<file path="src/rtl/sort4_seq.sv">
// Four-element sequential sorter: load 4 nibbles, run a 9-cycle bubble sort with a
// single shared comparator, then stream the sorted elements out with valid/ready.
module sort4_seq #(
  parameter bit DESC = 1'b0
) (
  input  logic       clk,
  input  logic       rst_n,
  input  logic       in_valid,
  input  logic [3:0] in_data,
  output logic       in_ready,
  output logic       out_valid,
  output logic [3:0] out_data,
  input  logic       out_ready,
  output logic       busy,
  output logic [2:0] swap_cnt
);

  typedef enum logic [1:0] {StLoad, StSort, StOut} state_e;

  state_e      state_q, state_d;
  logic [3:0]  buf_q [4];
  logic [3:0]  buf_d [4];
  logic [1:0]  wr_ptr_q, wr_ptr_d;
  logic [1:0]  rd_ptr_q, rd_ptr_d;
  logic [3:0]  step_q, step_d;
  logic [2:0]  swap_cnt_q, swap_cnt_d;

  logic [1:0]  pair_lo;
  logic [1:0]  pair_hi;
  logic [3:0]  op_lo;
  logic [3:0]  op_hi;
  logic [3:0]  cmp_lhs;
  logic [3:0]  cmp_rhs;
  logic        do_swap;

  // Pair index is step mod 3; steps 9..15 never occur while sorting.
  always_comb begin
    case (step_q)
      4'd0, 4'd3, 4'd6: pair_lo = 2'd0;
      4'd1, 4'd4, 4'd7: pair_lo = 2'd1;
      default:          pair_lo = 2'd2;
    endcase
    pair_hi = pair_lo + 2'd1;
  end

  assign op_lo = buf_q[pair_lo];
  assign op_hi = buf_q[pair_hi];

  // One strict greater-than serves both orders; operands swap for descending.
  assign cmp_lhs = DESC ? op_hi : op_lo;
  assign cmp_rhs = DESC ? op_lo : op_hi;
  assign do_swap = cmp_lhs > cmp_rhs;

  always_comb begin
    state_d    = state_q;
    buf_d      = buf_q;
    wr_ptr_d   = wr_ptr_q;
    rd_ptr_d   = rd_ptr_q;
    step_d     = step_q;
    swap_cnt_d = swap_cnt_q;

    case (state_q)
      StLoad: begin
        if (in_valid) begin
          buf_d[wr_ptr_q] = in_data;
          wr_ptr_d        = wr_ptr_q + 2'd1;
          if (wr_ptr_q == 2'd3) begin
            state_d    = StSort;
            step_d     = 4'd0;
            swap_cnt_d = 3'd0;
          end
        end
      end
      StSort: begin
        if (do_swap) begin
          buf_d[pair_lo] = op_hi;
          buf_d[pair_hi] = op_lo;
          swap_cnt_d     = swap_cnt_q + 3'd1;
        end
        if (step_q == 4'd8) begin
          state_d  = StOut;
          rd_ptr_d = 2'd0;
        end else begin
          step_d = step_q + 4'd1;
        end
      end
      StOut: begin
        if (out_ready) begin
          rd_ptr_d = rd_ptr_q + 2'd1;
          if (rd_ptr_q == 2'd3) begin
            state_d = StLoad;
          end
        end
      end
      default: state_d = StLoad;
    endcase
  end

  always_ff @(posedge clk or negedge rst_n) begin
    if (!rst_n) begin
      state_q    <= StLoad;
      buf_q[0]   <= 4'd0;
      buf_q[1]   <= 4'd0;
      buf_q[2]   <= 4'd0;
      buf_q[3]   <= 4'd0;
      wr_ptr_q   <= 2'd0;
      rd_ptr_q   <= 2'd0;
      step_q     <= 4'd0;
      swap_cnt_q <= 3'd0;
    end else begin
      state_q    <= state_d;
      buf_q      <= buf_d;
      wr_ptr_q   <= wr_ptr_d;
      rd_ptr_q   <= rd_ptr_d;
      step_q     <= step_d;
      swap_cnt_q <= swap_cnt_d;
    end
  end

  assign in_ready  = (state_q == StLoad);
  assign out_valid = (state_q == StOut);
  assign busy      = (state_q != StLoad);
  assign out_data  = buf_q[rd_ptr_q];
  assign swap_cnt  = swap_cnt_q;

endmodule
</file>
<file path="config.mk">
export PLATFORM = sky130hd
export DESIGN_NAME = sort4_seq
export DESIGN_NICKNAME = d
export VERILOG_FILES = /design/src/rtl/sort4_seq.sv
export SDC_FILE = /design/constraint.sdc
export NUM_CORES = 1
export LEC_CHECK = 0
export CORE_MARGIN = 10
export CORE_UTILIZATION = 52
export DETAILED_ROUTE_END_ITERATION = 7
export HOLD_SLACK_MARGIN = 0.06
export PLACE_DENSITY_LB_ADDON = 0.3
export SLEW_MARGIN = 20
export SYNTH_ARGS = -nofsm -noshare
export SYNTH_HDL_FRONTEND = slang
export SYNTH_SLANG_ARGS = --single-unit
export TNS_END_PERCENT = 100
</file>
<file path="constraint.sdc">
create_clock -name clk -period 3.1 [get_ports clk]
set_input_delay 0.31 -clock clk [delete_from_list [all_inputs] [get_ports clk]]
set_output_delay 0.31 -clock clk [all_outputs]
set_load 0.01 [all_outputs]
</file>
==> results.toml, run 1 <==
[detailed_routing]
vias_per_cell = 6.40
drc = 0
vias = 1870
postRouteWirelength_mm = 5.83
first_iter_violations = 375
drt-wirelength-per-cell_um = 19.9
drtAntennaViolNets = 0
firstDrtPassIters = 7

[setup_path]
r2r_cells = 14
path_class = "flop to flop"
path_max_fanout = 8
r2r_start = "step_q[0]"
slowest_delay_ns = 0.42
r2r_slack_ns = -0.25
end_kind = "flop"
cp.arrival_ns = 3.52
cp-start-kind = "flop"
path_cells = "inv_2 -> ha_4 -> nor2_4 -> mux2i_4 -> nor2_4 -> a222oi_1 -> inv_1 -> ha_4 -> nor2b_4 -> o211ai_1 -> a31oi_4 -> buf_4 -> o211a_4 -> mux2_2"
cp.required_ns = 3.28
slowest_stage = "dfrtp_1"
r2r-end = "buf_q[1]"

[finish]
multiInputGateArea_um2 = 1360
utilization_pct = 71.3
regArea_um2 = 726
fin_cells = 292
layout-area-overhead-vs-synth_pct = 30.4
fin_nets = 265
design_area_um2 = 2650
n_fill_cell = 266
diodes = 0
drive_gt1_share_pct = 31.6

[floorplanning]
initial_core_util_pct = 54.6
die_height_um = 82.5
core-area_um2 = 3720
die_area_um2 = 6800
placement_rows = 22
fp.dieW_um = 82.5
io_pins = 18

[yosys]
synth-adder-area-share_pct = 8.63
synthMuxAreaShare_pct = 13.6
seq_area_frac_synth_pct = 35.7
yosysWarningCount = 0
synth_async_sr_flop_share_pct = 100
ys_top_cells_by_area = "dfrtp_1 36%, ha_1 8.6%, a21oi_1 5.2%"
ys.flop_type = "dfrtp_1"
synth_cell_types = 42
yosysTopAreaCellShare_pct = 35.7
synthTopCellsByCount = "29 x dfrtp_1, 22 x nand2_1, 21 x a21oi_1"
synth.ff_latch_count = 29
synth_area_um2 = 2030
synth_nets = 225
syn_inst = 203
synth-xor-area-share_pct = 1.29
synth_edf_count = 0
yosysTopAreaCell = "dfrtp_1"
yosysMostFrequentCell = "dfrtp_1"
synth_compound_area_share_pct = 25.3
synth-simple-area-share_pct = 11.0
avgSynthCellArea_um2 = 10.0
synth_top_family_by_area = "compound AO/OA/AOI/OAI gates"

[sta]
grt_setup_unrepaired = "true"
setup_viol = 19
fin_worst_skew_ns = 0.00784
hold_violations = 0
worst_slack_ns = -0.247
relSlewSlack_pct = 60.1
slew_viol_final = 0
period_share_pct = 108
clock.fmax_mhz = 299
worst_pin_slew_ns = 0.596
min_period_ns = 3.35
hold_slack_ns = 0.397

[outcome]
status = "complete, but fails checks"
violations = "negative setup slack"

[place]
gp_congestion = 0.895
port_buffers = 17
dp_cells = 271
hpwl_mm = 3.79
placed_cell_area_um2 = 2310

[cts]
cts-root-buf = "clkbuf_8"
path_clk_slew_ns = 0.07
cts_tree = "yes"
htree_num_levels = 2
cts_buffers = 5
cts.sinks = 29
cts_max_path_buffers = 2
clk_latency_ns = 0.30

[power]
p_per_area_nw_per_um2 = 1330
finalPower_mw = 3.52
ir_worst_vdd_mv = 0.555
leakage_nw = 1.14

[global_routing]
gr-usage-all-layers_pct = 17.7
grt_pass1_wl_mm = 9.14
grt_overflow = 0
grt_max_degree = 30
antenna_found_initial = 0
first_global_vias = 1871

[worst_hold_path]
hold_path_class = "input pin to asynchronous set/reset pin"

[job]
max_cap_viol_count = 0
[where the power goes]
| group | internal, mW | switching, mW | total, mW |
|---|---|---|---|
| combinational | 1.26 | 1.12 | 2.38 |
| sequential | 0.534 | 0.253 | 0.788 |
| clock | 0.200 | 0.153 | 0.353 |
[cell type report]
| type | instances | area share, % |
|---|---|---|
| Sequential cell | 29 | 27.4 |
| Clock buffer | 7 | 3.64 |
| Multi-Input combinational cell | 154 | 51.3 |
| Clock inverter | 1 | 0.189 |
| Inverter | 11 | 1.56 |
| Tap cell | 48 | 2.27 |
| Timing Repair Buffer | 42 | 13.7 |
[worst max-delay path, delay by kind of cell, from the launching register on]
family | cells | cell delay [ns]
AND/OR/NAND/NOR | 3 | 0.39
flip-flops | 1 | 0.42
buffers and inverters | 3 | 0.37
adder cells (fa/ha/maj) | 2 | 0.46
multiplexers | 2 | 0.62
AO/OA/AOI/OAI | 4 | 0.97
[how the worst max path moves through the flow]
stage | from | end | slack, ns | depth (start not counted)
detailed placement | step_q[1] | buf_q[11] | -0.33 | 11
floorplan | step_q[0] | buf_q[10] | 0.002 | 13
global placement | step_q[1] | buf_q[1] | -0.17 | 11
global route | step_q[0] | buf_q[0] | -0.37 | 14
CTS | step_q[0] | buf_q[10] | -0.16 | 12
finish | step_q[0] | buf_q[1] | -0.25 | 14
[cell usage in the layout, fill, tap and decap left out, types with 4 or more instances in the layout]
cell type	count
ha_1	8
nand2_1	22
nand3_1	4
a222oi_1	8
nor2_1	6
inv_1	9
o2bb2ai_1	8
o21ai_0	11
mux2_4	6
dfrtp_1	29
mux4_2	4
clkdlybuf4s50_1	17
o22ai_1	4
mux2_2	7
buf_4	24
clkbuf_8	7
a21oi_1	20
[what timing repair did]
action                     in CTS  in global routing
buffers inserted                6                  6
setup endpoints to repair      19                 19
hold buffers                    0                  0
gates resized for setup        17                 12
pin swaps                      10                 14
cloned                          0                  1
[per-stage QoR]
step / setup TNS, ns / setup WS, ns
floorplan: 0 / 0.00178
global placement: -2.31 / -0.173
detailed placement: -4.68 / -0.327
CTS: -1.70 / -0.163
global route: -6.00 / -0.375
finish: -3.38 / -0.247
[cell families (layout without fill, tap and decap cells)]
group | after synthesis | after routing
AO/OA/AOI/OAI | 69 | 70
AND/OR/NAND/NOR | 46 | 46
flip-flops | 29 | 29
multiplexers | 21 | 21
buffers and inverters | 21 | 61
adder cells (fa/ha/maj) | 14 | 14
XOR/XNOR | 3 | 3
[metal layers]
| metal | track usage, % | share of wire [%] |
|---|---|---|
| met2 | 29.7 | 49 |
| met5 | 0 | 0 |
| met1 | 19.2 | 37 |
| met3 | 6.70 | 9.9 |
| met4 | 8.53 | 4.0 |
[flip-flops by register name, summed over array words and instances (netlist names)]
register	flops
buf_q	16
step_q	4
swap_cnt	3
rd_ptr_q	2
state_q	2
wr_ptr_q	2
(Power assumes the default switching activity.)
==> run 2, diff against run 1 <==
--- a/config.mk
+++ b/config.mk
@@ -7,6 +7,7 @@
 export LEC_CHECK = 0
 export CORE_MARGIN = 10
 export CORE_UTILIZATION = 52
+export CTS_CLUSTER_DIAMETER = 100
 export DETAILED_ROUTE_END_ITERATION = 7
 export HOLD_SLACK_MARGIN = 0.06
 export PLACE_DENSITY_LB_ADDON = 0.3
==> results of run 2 <==
The final DEF is identical to that of run 1; final timing and power are the same.
==> variant (settings of run 2) <==
Change the parameter `DESC` from 1'b0 to 1'b1.
--- a/src/rtl/sort4_seq.sv
+++ b/src/rtl/sort4_seq.sv
@@ -2,5 +2,5 @@
 // single shared comparator, then stream the sorted elements out with valid/ready.
 module sort4_seq #(
-  parameter bit DESC = 1'b0
+  parameter bit DESC = 1'b1
 ) (
   input  logic       clk,
Behaviour: not the same (Yosys sat finds a counterexample within 10 cycles, from zero or initial values and one cycle with rst_n low).
==> variant against run 2 <==
The flow still finishes with violations (setup timing). Die area grew 0.75%. Sequential cell count is the same. Critical endpoint is now buf_q[7]$_DFFE_PN0P_. Area after synthesis grew 0.99%. Final area grew 2.3%. Critical path depth is the same. Routed wire length shrank 6.4%. Power shrank 2.7%. Cell count grew 4.5%. Worst setup slack gained 0.15 ns. Critical path type unchanged.
==> variant: results (changes against run 2) <==
outcome: complete, but fails checks
violated checks: setup timing
largest register by flop count: buf_q
peak supply drop: 0.652 mV (+17%)
Reg2Reg Depth: 14 (unchanged)
Root Buffer: clkbuf_8
drt total wl: 5450 um (-6.4%)
CTS Buffer Depth: 2 (unchanged)
Final WS setup: -0.0983 ns (+0.149 ns)
Final nets: 278 (+4.9%)
DRC: 0 (unchanged)
antenna violations before repair: 0 (unchanged)
Area contributors post-synth: dfrtp_1 (35%), ha_1 (8.5%), mux2i_1 (5.9%)
Slew HR: 56.4% (-3.7 points)
largest net degree at the start of global routing: 30 (unchanged)
All-Layer GR Usage: 15.1% (-2.6 points)
HP Class: primary input to async pin
CP Launch Type: flop
Clock transition at path regs: 0.06 ns
Net Count, Synth: 228 (+1.3%)
H-tree depth: 2 (unchanged)
Sw Ratio: 41.1% (-2.3 points)
Leak: 1.22 nW (+7.1%)
Hold Vio Cnt, Final: 0 (unchanged)
CTS Buf Count: 5 (unchanged)
dpl ws: -0.244 ns (+0.0837 ns)
Post-synth top cells: dfrtp_1 (29), nand2_1 (23), a21oi_1 (14), ha_1 (14), o21ai_0 (13)
Synth cell types: 37 (-12%)
max reg flops: 16 (unchanged)
final estimated routing congestion in global placement: 0.911 (+1.7%)
drt pass-1 iters: 4 (-3)
Critical Path Fanout Max: 5 (-3)
share of flip-flops with an asynchronous set or reset: 100% (unchanged)
Final HPWL DP: 3610 um (-4.7%)
vias in the first global route: 1798 (-3.9%)
Initial DRC Count: 164 (-56%)
Layout Skew: 0.00437 ns (-0.00347 ns)
final setup vio count: 11 (-8)
crit path DAT: 3.37 ns (-0.15 ns)
max incr delay on CP: 0.43 ns
first-pass GRT wire length: 8670 um (-5.1%)
Via density: 5.89 (-8.1%)
yosys warns: 0 (unchanged)
CP max stage cell: dfrtp_2
R2R Path Start: step_q[0]$_DFFE_PN0P_
fraction of layout cells with a size suffix above 1: 29.2% (-2.4 points)
diode count: 0 (unchanged)
Worst-Skew Late Latency: 0.28 ns (-0.02 ns)
sequential area share after synthesis: 35.4% (-0.35 points)
IO buf count: 17 (unchanged)
critical path's top delay family: compound AO/OA/AOI/OAI gates
## variant: changes by cell type in the layout (fill, tap and decap cells not counted), sizes merged, moves of 8 or more
cell	run 2	this run
buf	25	36
a21oi	23	14
a222oi	8	0
a22o	0	8
mux2i	4	12
## variant: stage by stage
step / total power, mW / TNS, ns / area, um^2 / hold slack, ns / instances
finish: 3.42 / -0.628 / 2710 / 0.407 / 305
detailed placement: 2.57 / -1.70 / 2390 / 0.466 / 281
floorplan: 1.95 / 0 / 2050 / 0.0144 / 206
CTS: 3.26 / -0.0734 / 2660 / 0.427 / 299
global placement: 2.54 / -1.41 / 2390 / 0.459 / 281
global route: 3.66 / -2.30 / 2710 / 0.449 / 305
## variant: what timing repair did
action | CTS | global route
buffers inserted | 9 | 6
resized for setup | 22 | 3
cloned | 1 | 0
endpoints found under the hold margin | 0 | 0
setup endpoints to repair | 16 | 17
pin swaps | 9 | 2
## variant: power groups by stage
stage | Clock (mW) | Sequential (mW) | Combinational [mW]
5_1_grt | 0.435 | 0.822 | 2.40
6_report | 0.408 | 0.792 | 2.22
3_5_place_dp | 0 | 0.784 | 1.79
3_3_place_gp | 0 | 0.779 | 1.76
2_1_floorplan | 0 | 0.671 | 1.28
4_1_cts | 0.413 | 0.785 | 2.06
## variant: routing by layer
metal | routed length [um] | GRT usage, % | up-vias
li1 | - | - | 858
met1 | 2190 | 16.9 | 847
met2 | 2740 | 25.6 | 72
met3 | 392 | 4.79 | 19
met4 | 138 | 6.15 | 0
met5 | 0 | 0 | -
## variant: layout make-up
| type | instances | area (um^2) |
|---|---|---|
| clock buffer | 7 | 86.3 |
| sequential | 29 | 727 |
| tap | 48 | 60.1 |
| inverter | 7 | 26.3 |
| clock inverter | 1 | 30.0 |
| fill | 280 | 1030 |
| timing repair buffer | 53 | 459 |
| multi-input combinational | 160 | 1320 |
## variant: worst paths after layout
| kind | endpoint |
|---|---|
| setup / recovery | buf_q[7]$_DFFE_PN0P_ |
| hold / removal | buf_q[6]$_DFFE_PN0P_ |
| setup reg to reg | buf_q[7]$_DFFE_PN0P_ |
| hold reg to reg | swap_cnt[2]$_DFFE_PN0P_ |
| max in group asynchronous | step_q[0]$_DFFE_PN0P_ |
| min in group clk | swap_cnt[2]$_DFFE_PN0P_ |
## variant: cell families after synthesis
| logic type | count (synthesis) | share of synthesized area [%] |
|---|---|---|
| simple gates | 57 | 14.9 |
| compound gates | 61 | 20.3 |
| mux | 25 | 15.9 |
| buf+inv | 17 | 3.72 |
| xor+xnor | 3 | 1.28 |
| fa+ha+maj | 14 | 8.54 |
| flops | 29 | 35.4 |
